File: src/rtl/ip_uart_rx.sv
// 8N1 UART receiver: 2-flop input synchronizer, 3-sample majority vote at each bit centre,
// and a single-byte holding register behind a valid/ack handshake.
module ip_uart_rx #(
  parameter int clk_freq  = 27000000,
  parameter int uart_freq = 115200
) (
  input  logic       clk,
  input  logic       n_reset,
  input  logic       uart_rx,
  output logic [7:0] recv_data,
  output logic       recv_valid,
  input  logic       recv_ack,
  output logic       framing_error,
  output logic       overrun,
  output logic       busy
);
  localparam int DIV  = clk_freq / uart_freq;
  localparam int HALF = DIV / 2;
  localparam int CW   = $clog2(10 * DIV + HALF + 2);

  localparam logic [CW-1:0] DIV_W  = CW'(DIV);
  localparam logic [CW-1:0] HALF_W = CW'(HALF);
  localparam logic [CW-1:0] ONE_W  = CW'(1);

  localparam logic [2:0] S_IDLE  = 3'd0;
  localparam logic [2:0] S_START = 3'd1;
  localparam logic [2:0] S_DATA  = 3'd2;
  localparam logic [2:0] S_STOP  = 3'd3;
  localparam logic [2:0] S_BREAK = 3'd4;

  // Handshake: a byte is held while recv_valid=1; the consumer takes it by raising
  // recv_ack in a cycle where recv_valid=1, and recv_valid drops on the next cycle.
  logic          rx_meta_q, rx_s_q;
  logic [2:0]    state_q, state_d;
  logic [CW-1:0] cnt_q, cnt_d;
  logic [CW-1:0] centre_q, centre_d;
  logic [2:0]    bit_q, bit_d;
  logic [1:0]    samp_q, samp_d;
  logic [7:0]    shift_q, shift_d;
  logic          deliver_q, deliver_d;
  logic          framing_error_q, framing_error_d;
  logic [7:0]    recv_data_q, recv_data_d;
  logic          recv_valid_q, recv_valid_d;
  logic          overrun_q, overrun_d;
  logic          decide, vote;

  // The decision cycle votes with the two stored samples plus the current one.
  assign decide = (cnt_q == centre_q + ONE_W);
  assign vote   = (samp_q[1] & samp_q[0]) | (samp_q[1] & rx_s_q) | (samp_q[0] & rx_s_q);

  always_comb begin
    state_d         = state_q;
    cnt_d           = cnt_q + ONE_W;
    centre_d        = centre_q;
    bit_d           = bit_q;
    samp_d          = samp_q;
    shift_d         = shift_q;
    deliver_d       = 1'b0;
    framing_error_d = 1'b0;
    if (cnt_q == centre_q - ONE_W) samp_d[1] = rx_s_q;
    if (cnt_q == centre_q)         samp_d[0] = rx_s_q;
    case (state_q)
      S_IDLE: begin
        cnt_d = ONE_W;
        if (!rx_s_q) begin
          state_d  = S_START;
          centre_d = HALF_W;
          bit_d    = 3'd0;
        end
      end
      S_START: begin
        if (decide) begin
          state_d  = vote ? S_IDLE : S_DATA;
          centre_d = centre_q + DIV_W;
        end
      end
      S_DATA: begin
        if (decide) begin
          shift_d  = {vote, shift_q[7:1]};
          centre_d = centre_q + DIV_W;
          bit_d    = bit_q + 3'd1;
          if (bit_q == 3'd7) state_d = S_STOP;
        end
      end
      S_STOP: begin
        if (decide) begin
          if (vote) begin
            deliver_d = 1'b1;
            state_d   = S_IDLE;
          end else begin
            framing_error_d = 1'b1;
            state_d         = S_BREAK;
          end
        end
      end
      S_BREAK: begin
        if (rx_s_q) state_d = S_IDLE;
      end
      default: state_d = S_IDLE;
    endcase
  end

  // An ack landing in the delivery cycle frees the register for the new byte.
  always_comb begin
    recv_data_d  = recv_data_q;
    recv_valid_d = recv_valid_q;
    overrun_d    = 1'b0;
    if (deliver_q) begin
      if (!recv_valid_q || recv_ack) begin
        recv_data_d  = shift_q;
        recv_valid_d = 1'b1;
      end else begin
        overrun_d = 1'b1;
      end
    end else if (recv_valid_q && recv_ack) begin
      recv_valid_d = 1'b0;
    end
  end

  always_ff @(posedge clk) begin
    if (!n_reset) begin
      rx_meta_q       <= 1'b1;
      rx_s_q          <= 1'b1;
      state_q         <= S_IDLE;
      cnt_q           <= '0;
      centre_q        <= '0;
      bit_q           <= 3'd0;
      samp_q          <= 2'b11;
      shift_q         <= 8'h00;
      deliver_q       <= 1'b0;
      framing_error_q <= 1'b0;
      recv_data_q     <= 8'h00;
      recv_valid_q    <= 1'b0;
      overrun_q       <= 1'b0;
    end else begin
      rx_meta_q       <= uart_rx;
      rx_s_q          <= rx_meta_q;
      state_q         <= state_d;
      cnt_q           <= cnt_d;
      centre_q        <= centre_d;
      bit_q           <= bit_d;
      samp_q          <= samp_d;
      shift_q         <= shift_d;
      deliver_q       <= deliver_d;
      framing_error_q <= framing_error_d;
      recv_data_q     <= recv_data_d;
      recv_valid_q    <= recv_valid_d;
      overrun_q       <= overrun_d;
    end
  end

  assign recv_data     = recv_data_q;
  assign recv_valid    = recv_valid_q;
  assign framing_error = framing_error_q;
  assign overrun       = overrun_q;
  assign busy          = (state_q != S_IDLE);
endmodule

File: config.mk
export PLATFORM = sky130hd
export DESIGN_NAME = ip_uart_rx
export DESIGN_NICKNAME = d
export VERILOG_FILES = /design/src/rtl/ip_uart_rx.sv
export SDC_FILE = /design/constraint.sdc
export NUM_CORES = 1
export LEC_CHECK = 0
export BUFFER_PORTS_ARGS = -buffer_cell sky130_fd_sc_hd__buf_2
export CAP_MARGIN = 20
export CORE_MARGIN = 2
export CORE_UTILIZATION = 26
export DETAILED_ROUTE_END_ITERATION = 8
export GPL_TIMING_DRIVEN = 1
export PLACE_DENSITY = 0.41
export SLEW_MARGIN = 10
export SYNTH_ARGS = -nofsm -noshare
export SYNTH_HDL_FRONTEND = slang
export SYNTH_SLANG_ARGS = --single-unit
File: constraint.sdc
create_clock -name clk -period 4.5 [get_ports clk]
set_input_delay 0 -clock clk [delete_from_list [all_inputs] [get_ports clk]]
set_output_delay 0 -clock clk [all_outputs]
set_load 0.02 [all_outputs]
# Word-level counts from Yosys, hierarchy flattened
# Cells that the tools add are included.
# word_totals
out_inout_bits	12
latch_bits	0
mem_count	0
ramBits	0
ff_bits	54
romBits	0
wordCells	82
input_bits	4
# classes
reduce_logical	18
n_eq_ne	16
div_mod_pow	0
magnitude_cmp	0
mul	0
bitwise	6
shift	0
muxes	22
addsub	5
# ops
cell	count
12-bit equality test	3
3-bit two-way mux	9
12-bit by 1-bit adder with 12-bit output (second input constant)	2
12-bit two-way mux	2
12-bit one-hot mux with 2 select lines	1
3-bit one-hot mux with 5 select lines	1
12-bit by 8-bit adder with 12-bit output (second input constant)	1
2-bit != test (second input constant)	6
12-bit by 1-bit subtractor with 12-bit output (second input constant)	1
3-bit AND reduction	3
2-bit AND reduction	4
1-bit two-way mux	7
3-bit by 2-bit equality test with 1-bit output (second input constant)	2
3-bit equality test (second input constant)	2
3-bit one-hot mux with 2 select lines	1
6-bit AND reduction	1
2-bit nonzero test	3
2-bit by 1-bit != test with 1-bit output (second input constant)	2
2-bit OR reduction	2
3-bit by 1-bit adder with 3-bit output (second input constant)	1
1-bit AND	3
3-bit by 1-bit equality test with 1-bit output (second input constant)	1
3-bit logical NOT	1
3-bit nonzero test	1
6 further kinds	7

# Longest topological paths before layout
# Gate-level depths: netlist of run 1.
# logic_depth
ltp_word	6
mapped_depth	10
mapped_depth_nobuf	9

# Worst setup path after synthesis of run 1
# OpenSTA, ideal clock, no wires.
# synth_timing
path_kind	register to register
startpoint	reg centre_q[1]
endpoint	reg shift_q[7]
t_arrival_ns	2.345
required_time_ns	4.372
synth_period_minus_slack_ns	2.472
stages_incl_launch_ff	11
setup_time_ns	0.128
slack_ns	2.028
n_path_buf	2
cell_sequence	dfxtp_1 -> ha_1 -> clkbuf_2 -> nand4_1 -> or4b_1 -> o22ai_2 -> nor2_2 -> nor4_4 -> buf_6 -> mux2i_1 -> nor2_1
# synth_between
elab_chain_cells	3
# synth_rtl
element	line	rtl
start, declared	36	logic [CW-1:0] centre_q, centre_d;
start signal, assigned	140	centre_q <= centre_d;
12-bit by 1-bit adder with 12-bit output	48	assign decide = (cnt_q == centre_q + ONE_W);
12-bit equality test	48	
2-bit AND reduction (no line)	n/a	
end signal, assigned	143	shift_q <= shift_d;
end, declared	39	logic [7:0] shift_q, shift_d;
# Every way passes these cells.
# A chain may end at the register's enable or synchronous reset.

# Worst setup path in the final report of run 1
# layout_timing
startpoint	reg centre_q[2]
endpoint	reg shift_q[3]
# Same word-level chain as after synthesis.

==> results of run 1 <==
==> worst max path at each step <==
stage,startpoint,end,slack (ps),cells after the start
global route,centre_q[2],shift_q[7],750,8
CTS,centre_q[2],shift_q[7],1070,8
floorplan,centre_q[1],shift_q[7],2030,10
detailed placement,centre_q[2],shift_q[0],1080,8
global placement,centre_q[2],shift_q[7],1190,8
finish,centre_q[2],shift_q[3],1030,8
==> cell families (layout without fill, tap and decap cells) <==
kind of cell               count (synthesis)  after routing
adders and majority gates                  8              8
muxes                                     18             18
DFF                                       54             54
xor gates and xnor gates                  38             38
and+or+nand+nor                          156            156
buffers and inverters                     32             32
AOI/OAI and AO/OA                         62             62
==> placed cells by master, fill, tap and decap left out, types with 9 or more instances in the layout <==
cell type  count
dfxtp_1       54
nor2_1        41
nand2_1       26
xnor2_1       23
a21oi_1       19
mux2i_1       18
xor2_1        15
nand3_1       15
buf_2         15
o21ai_0       10
nor3_1         9
==> state kept, by name, summed over array words and instances, names as in the netlist, 2 cells and up <==
register and cells:
centre_q 12, cnt_q 12, recv_data 8, samp_q 2, state_q 3, bit_q 3
shift_q 8
==> cell type report <==
| cell class | count | area [um^2] | share of cell area |
|---|---|---|---|
| clock inverters | 3 | 28.8 | 0.00830 |
| clock buffers | 5 | 125 | 0.0361 |
| repair buffers | 19 | 110 | 0.0317 |
| multi-input cells | 282 | 1920 | 0.554 |
| flip-flops and latches | 54 | 1080 | 0.312 |
| inverters | 5 | 18.8 | 0.00541 |
| well taps | 147 | 184 | 0.0530 |
==> critical path, stage by stage (launching register included) <==
cell and delay, ps:
dfxtp_1 610, ha_1 390, nand4_1 190, o21ai_2 200, nor4b_1 570, nor2_2 170
nor4_4 900, mux2i_1 270, nor2_1 50
==> where the power goes <==
| part | switching, mW | internal (mW) |
|---|---|---|
| combinational | 0.0787 | 0.0529 |
| sequential | 0.0185 | 0.484 |
| clock | 0.199 | 0.214 |
==> repair_timing <==
item	CTS	global route
resized for setup	0	0
hold buffers	3	0
endpoints found under the setup margin	0	0
endpoints found under the hold margin	3	0
==> through the flow <==
step / instances / setup slack (ps) / util
after floorplan: 368 / 2030 / -
after global placement: 503 / 1190 / 0.274
after detailed placement: 503 / 1080 / 0.274
after CTS: 514 / 1070 / 0.290
after global routing: 515 / 752 / 0.290
final: 515 / 1030 / 0.290
==> metal layers <==
layer	GRT usage	wire length, um	up-vias	share of wire
met2	0.196	3540	26	0.46
met3	0.0222	222	6	0.029
li1	-	-	1297	-
met1	0.172	3800	1198	0.50
met4	0.0407	106	0	0.014
met5	0	0	-	0
==> implementation parameters, run 1 <==
Parameter                              Value

Outcome
  Status ... completed

Detailed routing
  DRT Wirelength ... 7660 um
  Via density per instance ... 4.91
  Post-detailed-route count of antenna-violating nets ... 0
  Initial drt markers ... 126
  DR vias ... 2527
  Total DRC errors in the routed layout ... 0
  Per-cell routed wire length ... 14.9 um
  DRT Pass-1 Iters ... 4

Timing
  Peak clock frequency supported by timing ... 0.288 GHz
  # setup viols final ... 0
  Final Hold Vio Count ... 0
  Clock skew after layout ... 4.65 ps
  Worst slew pin tran ... 972 ps
  Fraction of the cycle the final worst path needs ... 0.772
  Final sum of negative setup slack ... 0 ps
  Number of pins exceeding their max-slew limit in the final report ... 0
  Worst Hold Margin ... 416 ps
  Setup repair after global routing missed its margin ... no
  Minimum period implied by the final worst setup slack ... 3470 ps
  Worst rel slew slack ... 0.347

Power
  Lkg Pwr ... 1.26 nW
  Cell area power density ... 302 mW/mm^2
  Post-layout total power ... 1.05 mW
  Largest vdd supply drop ... 0.160 mV

GRT
  Pin count of the biggest net entering global routing ... 28
  Aggregate global-route resource usage ... 0.125
  Via count of the first global-routing pass ... 2366
  Number of antenna violations at the first check in global routing ... 0
  Remaining Overflow, GRT ... 0
  First-pass GRT wire length ... 13000 um

Die
  Number of placement rows ... 40
  Initial core utilization ... 0.266
  Placeable core region ... 0.0120 mm^2
  Y dimension of the die ... 115 um
  Die area ... 0.0131 mm^2
  # IOs ... 16
  Width of the chip ... 115 um

Cells and area
  Filler cell count ... 1271
  Post-Layout Inst Area ... 0.00347 mm^2
  Layout cells sized above 1 ... 0.114
  Final-stage net count ... 378
  Number of inserted diodes ... 0
  Layout Area Growth over Synthesis ... 8.92%

Place
  IO buf count ... 15
  Post-DP HPWL ... 5490 um
  Area of placed instances ... 0.00328 mm^2
  Last weighted congestion value of the routability-driven placer ... 0.848

Synthesis
  Synth warn ... 0
  Most common cell in the synthesized netlist ... dfxtp_1
  Adder-cell share of the synthesized area ... 0.0306
  Mean cell area of the mapped netlist ... 8.65 um^2
  Multiplexer share of the synthesized area ... 0.0566
  Syn Std Cell Area ... 0.00318 mm^2
  Simple-gate share of the synthesized area ... 0.279
  Library cells used by synthesis ... 60
  List of most frequent post-synthesis cells ... 54 x dfxtp_1, 41 x nor2_1, 26 x nand2_1
  Share of the synthesized area in compound gates (AO/OA/AOI/OAI) ... 0.132
  Xor and xnor area share after synthesis ... 0.105
  Sequential share of the synthesized area ... 0.339
  Async SR Flop Fraction ... 0
  Post-synth top area cell ... dfxtp_1
  Number of cells produced by synthesis ... 368
  Dominant combinational cell family by area after synthesis ... simple AND/OR/NAND/NOR gates
  Post-Syn Nets ... 379
  #FFs+latches synth ... 54
  Largest cells by area after synthesis ... dfxtp_1 34%, xnor2_1 6.3%, mux2i_1 5.7%
  Count of flip-flops with a built-in enable after synthesis ... 0
  Yosys top cell area share ... 0.339
  Most instantiated flip-flop cell in the synthesis netlist ... dfxtp_1

Clocking
  CTS Buffer Depth ... 2
  Buffer count from post-CTS setup fixing ... 0
  Number of clock buffers inserted by TritonCTS ... 5
  Number of clock sinks seen by CTS ... 54
  Cell at the root of the clock tree ... clkbuf_16
  Worst skew pair latency ... 300 ps
  Clock-pin slew of the registers on the worst-case setup and hold paths ... 80 ps
  Clock tree from TritonCTS ... yes
  Htree depth ... 2

Setup path
  Largest fanout of any net on the critical path ... 14
  CP Capture Type ... flop
  Kind of launch point of the worst setup path ... flop
  Worst r2r dst ... shift_q[3]
  R2R cell count ... 8
  Critical path data arrival time ... 3640 ps
  Kind of critical path ... flop to flop
  Worst Path Required ... 4670 ps
  Launch instance of the worst register-to-register path ... centre_q[2]
  Slack of the worst reg-to-reg path ... 1030 ps

Worst hold path
  Worst Min Path Start ... rx_meta_q
  Sink of the worst hold path ... rx_s_q
  Cell count of the worst hold path ... 1
  HP Class ... flop to flop

Run
  Count of max-cap constraint violations ... 0
(Power assumes the default switching activity.)
==> inputs of run 2 (changes only) <==
- PLACE_DENSITY: 0.41 -> 0.43
- clock period: 4.5 -> 3 ns (I/O delays scaled with it)
==> run 2 against run 1 <==
First-iteration DRC count fell by 3.2%. Combinational power rose by 66%. Clock power rose by 50%. Largest cell class unchanged. Largest power group unchanged. Sequential share of layout area fell by 1.0 points. Critical path depth rose by 1. Count of clock-buffer cells in the layout did not move. Critical endpoint is now centre_q[11]. Die area did not move. Clock skew rose by 4.7 ps. Non-clock buffer count rose by 15.
==> implementation parameters, run 2 (synthesis gave the netlist of run 1 again) <==
Parameter                              Value

Die
  # IOs ... 16
  Initial core utilization ... 0.266
  Y dimension of the die ... 115 um
  Width of the chip ... 115 um
  Number of placement rows ... 40
  Die area ... 0.0131 mm^2
  Placeable core region ... 0.0120 mm^2

Clocking
  Cell at the root of the clock tree ... clkbuf_16
  Clock tree from TritonCTS ... yes
  Worst skew pair latency ... 300 ps
  Buffer count from post-CTS setup fixing ... 0
  Number of clock buffers inserted by TritonCTS ... 5
  Htree depth ... 2
  Number of clock sinks seen by CTS ... 54
  CTS Buffer Depth ... 2
  Clock-pin slew of the registers on the worst-case setup and hold paths ... 80 ps

Timing
  Final sum of negative setup slack ... 0 ps
  Worst Hold Margin ... 414 ps
  # setup viols final ... 0
  Worst rel slew slack ... 0.460
  Clock skew after layout ... 9.40 ps
  Minimum setup slack in the final design ... 236 ps
  Final Hold Vio Count ... 0
  Worst slew pin tran ... 806 ps
  Number of pins exceeding their max-slew limit in the final report ... 0
  Fraction of the cycle the final worst path needs ... 0.921
  Minimum period implied by the final worst setup slack ... 2760 ps
  Setup repair after global routing missed its margin ... no
  Peak clock frequency supported by timing ... 0.362 GHz

Place
  Pre-CTS setup slack ... 234 ps
  Last weighted congestion value of the routability-driven placer ... 0.831
  Area of placed instances ... 0.00340 mm^2
  Total instance count after detailed placement ... 519
  IO buf count ... 15
  Post-DP HPWL ... 5790 um

Detailed routing
  DRT Pass-1 Iters ... 5
  Initial drt markers ... 122
  Post-detailed-route count of antenna-violating nets ... 0
  Via density per instance ... 4.87
  Per-cell routed wire length ... 14.5 um
  DRT Wirelength ... 7710 um
  DR vias ... 2582
  Total DRC errors in the routed layout ... 0

Cells and area
  Largest registers ... centre_q x12, cnt_q x12
  Number of inserted diodes ... 0
  Final-stage net count ... 393
  Post-Route Utilization ... 0.300
  Layout cells sized above 1 ... 0.149
  Top library cells by usage in the layout, fill and taps aside ... 54 x dfxtp_1, 41 x nor2_1, 26 x nand2_1, 23 x xnor2_1, 19 x a21oi_1
  Layout Area Growth over Synthesis ... 12.5%
  Leading cell type in the layout, fill and taps excluded ... dfxtp_1
  Final standard cell count with taps included and fillers excluded ... 530
  Post-Layout Inst Area ... 0.00358 mm^2

Setup path
  Largest fanout of any net on the critical path ... 14
  Cells traversed along the worst timing path ... buf_4 -> inv_1 -> ha_1 -> xnor2_1 -> nor3b_1 -> and3_4 -> nand4_4 -> or4_1 -> a21oi_1
  Critical path data arrival time ... 2990 ps
  Cell type of the slowest stage on the worst timing path ... or4_1
  Longest individual stage delay on the worst path ... 510 ps
  CP Capture Type ... flop
  Kind of critical path ... flop to flop
  Dominant delay contributor by cell family on the critical path ... simple AND/OR/NAND/NOR gates
  Worst path buffer plus inverter count ... 2
  Kind of launch point of the worst setup path ... flop
  Worst Path Required ... 3230 ps

Power
  Lkg Pwr ... 1.33 nW
  Cell area power density ... 442 mW/mm^2
  Post-layout total power ... 1.58 mW
  Largest vdd supply drop ... 0.266 mV
  Net switching power figure ... 0.443 mW
  Clock network fraction of total power ... 0.390
  Logic pwr share ... 0.139
  Design internal power ... 1.14 mW
  Sequential Power Share ... 0.471
  Share of total power consumed by net switching ... 0.280

Worst hold path
  HP Class ... flop to flop

Run
  Count of max-cap constraint violations ... 0

GRT
  Remaining Overflow, GRT ... 0
  Via count of the first global-routing pass ... 2533
  First-pass GRT wire length ... 13000 um
  Number of antenna violations at the first check in global routing ... 0
  Pin count of the biggest net entering global routing ... 28
  Aggregate global-route resource usage ... 0.125

Outcome
  Status ... completed
[run 2: final timing paths]
kind | startpoint | slack (ps) | cells after the start | to
max | centre_q[1] | 240 | 9 | centre_q[11]
min | rx_meta_q | 410 | 1 | rx_s_q
max reg2reg | centre_q[1] | 240 | 9 | centre_q[11]
min reg2reg | rx_meta_q | 410 | 1 | rx_s_q
[run 2: layout make-up]
cell class              instances  area, um^2
flip-flops and latches         54        1080
clock buffers                   5         125
clock inverters                 3        28.8
repair buffers                 34         225
well taps                     147         184
multi-input cells             282        1920
inverters                       5        18.8
fillers                      1265        8380
[run 2: worst register-to-register path, stage by stage, from the launching register on]
cell and delay (ps):
dfxtp_1 390, buf_4 160, inv_1 70, ha_1 290
xnor2_1 220, nor3b_1 430, and3_4 290, nand4_4 180
or4_1 510, a21oi_1 150
[run 2: metal layers]
layer | global-route usage | share of wire | vias to the layer above | wire, um
li1 | - | - | 1318 | -
met4 | 0.0407 | 0.013 | 0 | 97
met5 | 0 | 0 | - | 0
met2 | 0.212 | 0.47 | 38 | 3610
met1 | 0.161 | 0.49 | 1221 | 3780
met3 | 0.0206 | 0.028 | 5 | 215
[run 2: what timing repair did]
| item | 4_1_cts | 5_1_grt |
|---|---|---|
| endpoints found under the hold margin | 3 | 0 |
| gates resized for setup | 0 | 0 |
| hold buffers | 3 | 0 |
| setup endpoints to repair | 0 | 0 |
[run 2: power by group through the flow]
stage	Combinational (mW)	Sequential [mW]	Clock, mW
floorplan	0.168	0.751	0
global placement	0.217	0.763	0
detailed placement	0.218	0.763	0
CTS	0.222	0.746	0.639
global route	0.245	0.748	0.665
finish	0.219	0.746	0.618
==> inputs of run 3 (changes only) <==
- PLACE_DENSITY: 0.43 -> default
==> run 3 against run 2 <==
The run now ends with hold timing left. Clock skew is 1.3 ps lower. Via count increased by 0.58%. Count of clock-buffer cells in the layout unchanged. Wire length shrank 10%. Clock power is 1% lower. Largest cell class unchanged. Largest power group unchanged.
==> implementation parameters, run 3 (synthesis gave the netlist of run 1 again) <==
Parameter                              Value

Outcome
  Status ... complete, but fails checks
  Failing checks ... hold timing

Setup path
  Critical path launch point ... centre_q[1]
  Launch instance of the worst register-to-register path ... centre_q[1]
  Worst Path Required ... 3230 ps
  Kind of launch point of the worst setup path ... flop
  CP Capture Type ... flop
  Largest fanout of any net on the critical path ... 14
  Critical path data arrival time ... 2940 ps
  Kind of critical path ... flop to flop

Power
  Largest vdd supply drop ... 0.338 mV
  Lkg Pwr ... 1.28 nW
  Clock network fraction of total power ... 0.391
  Share of total power consumed by net switching ... 0.276
  Sequential Power Share ... 0.480
  Logic pwr share ... 0.129
  Post-layout total power ... 1.56 mW
  Cell area power density ... 446 mW/mm^2
  Design internal power ... 1.13 mW
  Net switching power figure ... 0.431 mW

Detailed routing
  Met2 layer wire length in the routed design ... 3200 um
  Met3 wire length ... 241 um
  Total DRC errors in the routed layout ... 0
  DRT Pass-1 Iters ... 4
  Top metal layer carrying routed signals ... met4
  DR vias ... 2597
  Sum of routed wire segments on met1 ... 3390 um
  Per-cell routed wire length ... 13.4 um
  Post-detailed-route count of antenna-violating nets ... 0
  Initial drt markers ... 144
  DRT Wirelength ... 6930 um
  Via density per instance ... 5.01

Die
  Number of placement rows ... 40
  Die area ... 0.0131 mm^2
  Initial core utilization ... 0.266
  Placeable core region ... 0.0120 mm^2
  Y dimension of the die ... 115 um
  # IOs ... 16
  Width of the chip ... 115 um

Clocking
  Clock-pin slew of the registers on the worst-case setup and hold paths ... 70 ps
  Clock tree from TritonCTS ... yes
  Worst skew pair latency ... 300 ps
  Htree depth ... 2
  Buffer count from post-CTS setup fixing ... 0
  Cell at the root of the clock tree ... clkbuf_16
  CTS Buffer Depth ... 2
  Number of clock buffers inserted by TritonCTS ... 5
  Number of clock sinks seen by CTS ... 54

Place
  Area of placed instances ... 0.00332 mm^2
  Post-DP HPWL ... 5110 um
  Pre-CTS setup slack ... 202 ps
  IO buf count ... 15
  Last weighted congestion value of the routability-driven placer ... 0.918

Timing
  Final Hold Vio Count ... 1
  Peak clock frequency supported by timing ... 0.368 GHz
  # setup viols final ... 0
  Minimum setup slack in the final design ... 281 ps
  Worst rel slew slack ... 0.462
  Final sum of negative setup slack ... 0 ps
  Minimum period implied by the final worst setup slack ... 2720 ps
  Setup repair after global routing missed its margin ... no
  Worst slew pin tran ... 803 ps
  Clock skew after layout ... 8.13 ps
  Fraction of the cycle the final worst path needs ... 0.906
  Number of pins exceeding their max-slew limit in the final report ... 0
  Worst Hold Margin ... -2.81 ps

Cells and area
  Leading cell type in the layout, fill and taps excluded ... dfxtp_1
  Number of inserted diodes ... 0
  Layout cells sized above 1 ... 0.129
  Footprint of the multi-input gates ... 0.00193 mm^2
  Post-Layout Inst Area ... 0.00349 mm^2
  Top library cells by usage in the layout, fill and taps aside ... 54 x dfxtp_1, 41 x nor2_1, 26 x nand2_1, 23 x xnor2_1, 19 x a21oi_1
  Sequential cell area ... 0.00108 mm^2
  Filler cell count ... 1235
  Final-stage net count ... 381
  Layout Area Growth over Synthesis ... 9.71%
  Largest registers ... centre_q x12, cnt_q x12

GRT
  Aggregate global-route resource usage ... 0.109
  Number of antenna violations at the first check in global routing ... 0
  Pin count of the biggest net entering global routing ... 28
  First-pass GRT wire length ... 11800 um
  Remaining Overflow, GRT ... 0
  Via count of the first global-routing pass ... 2443

Run
  Count of max-cap constraint violations ... 0

Worst hold path
  HP Class ... input pin to flop
  Worst Min Path Start ... recv_ack
## run 3: final timing paths
check / end / slack, ps / depth (start not counted)
worst max-delay path: centre_q[11] / 280 / 8
worst min register to register: rx_s_q / 410 / 1
worst max register to register: centre_q[11] / 280 / 8
worst min-delay path: recv_valid / -3 / 4
## run 3: power by group through the flow
stage / clock, mW / sequential [mW] / combinational (mW)
3_3_place_gp: 0 / 0.765 / 0.195
2_1_floorplan: 0 / 0.751 / 0.168
5_1_grt: 0.648 / 0.751 / 0.221
6_report: 0.609 / 0.749 / 0.201
4_1_cts: 0.616 / 0.749 / 0.199
3_5_place_dp: 0 / 0.766 / 0.197
## run 3: metal layers
metal	global-route usage	vias up
met3	0.0185	8
li1	-	1299
met2	0.179	54
met1	0.145	1236
met4	0.0358	0
met5	0	-
## run 3: metrics by stage
| step | hold slack, ps | util | std cells |
|---|---|---|---|
| after CTS | 0.316 | 0.292 | 518 |
| after global placement | 184 | 0.278 | 509 |
| after detailed placement | 186 | 0.278 | 509 |
| final | -2.81 | 0.292 | 518 |
| after global routing | 10.9 | 0.292 | 518 |
| after floorplan | 101 | - | 368 |
## run 3: worst max-delay path, stage by stage, from the launching register on
cell,delay [ps]
dfxtp_1,440
ha_1,350
nand4_1,190
or4b_1,520
o22ai_2,160
or2_2,180
nand4_4,170
or4_1,510
a21oi_1,140
## run 3: final cells by class
class | instances | area share
Sequential cell | 54 | 0.309
Clock inverter | 3 | 0.00824
Timing Repair Buffer | 22 | 0.0372
Multi-Input combinational cell | 282 | 0.551
Inverter | 5 | 0.00537
Clock buffer | 5 | 0.0358
Tap cell | 147 | 0.0527
## run 3: what timing repair did
| item | CTS | global route |
|---|---|---|
| endpoints found under the setup margin | 0 | 1 |
| hold endpoints to repair | 1 | 0 |
| hold buffers | 1 | 0 |
| gates resized for setup | 0 | 1 |
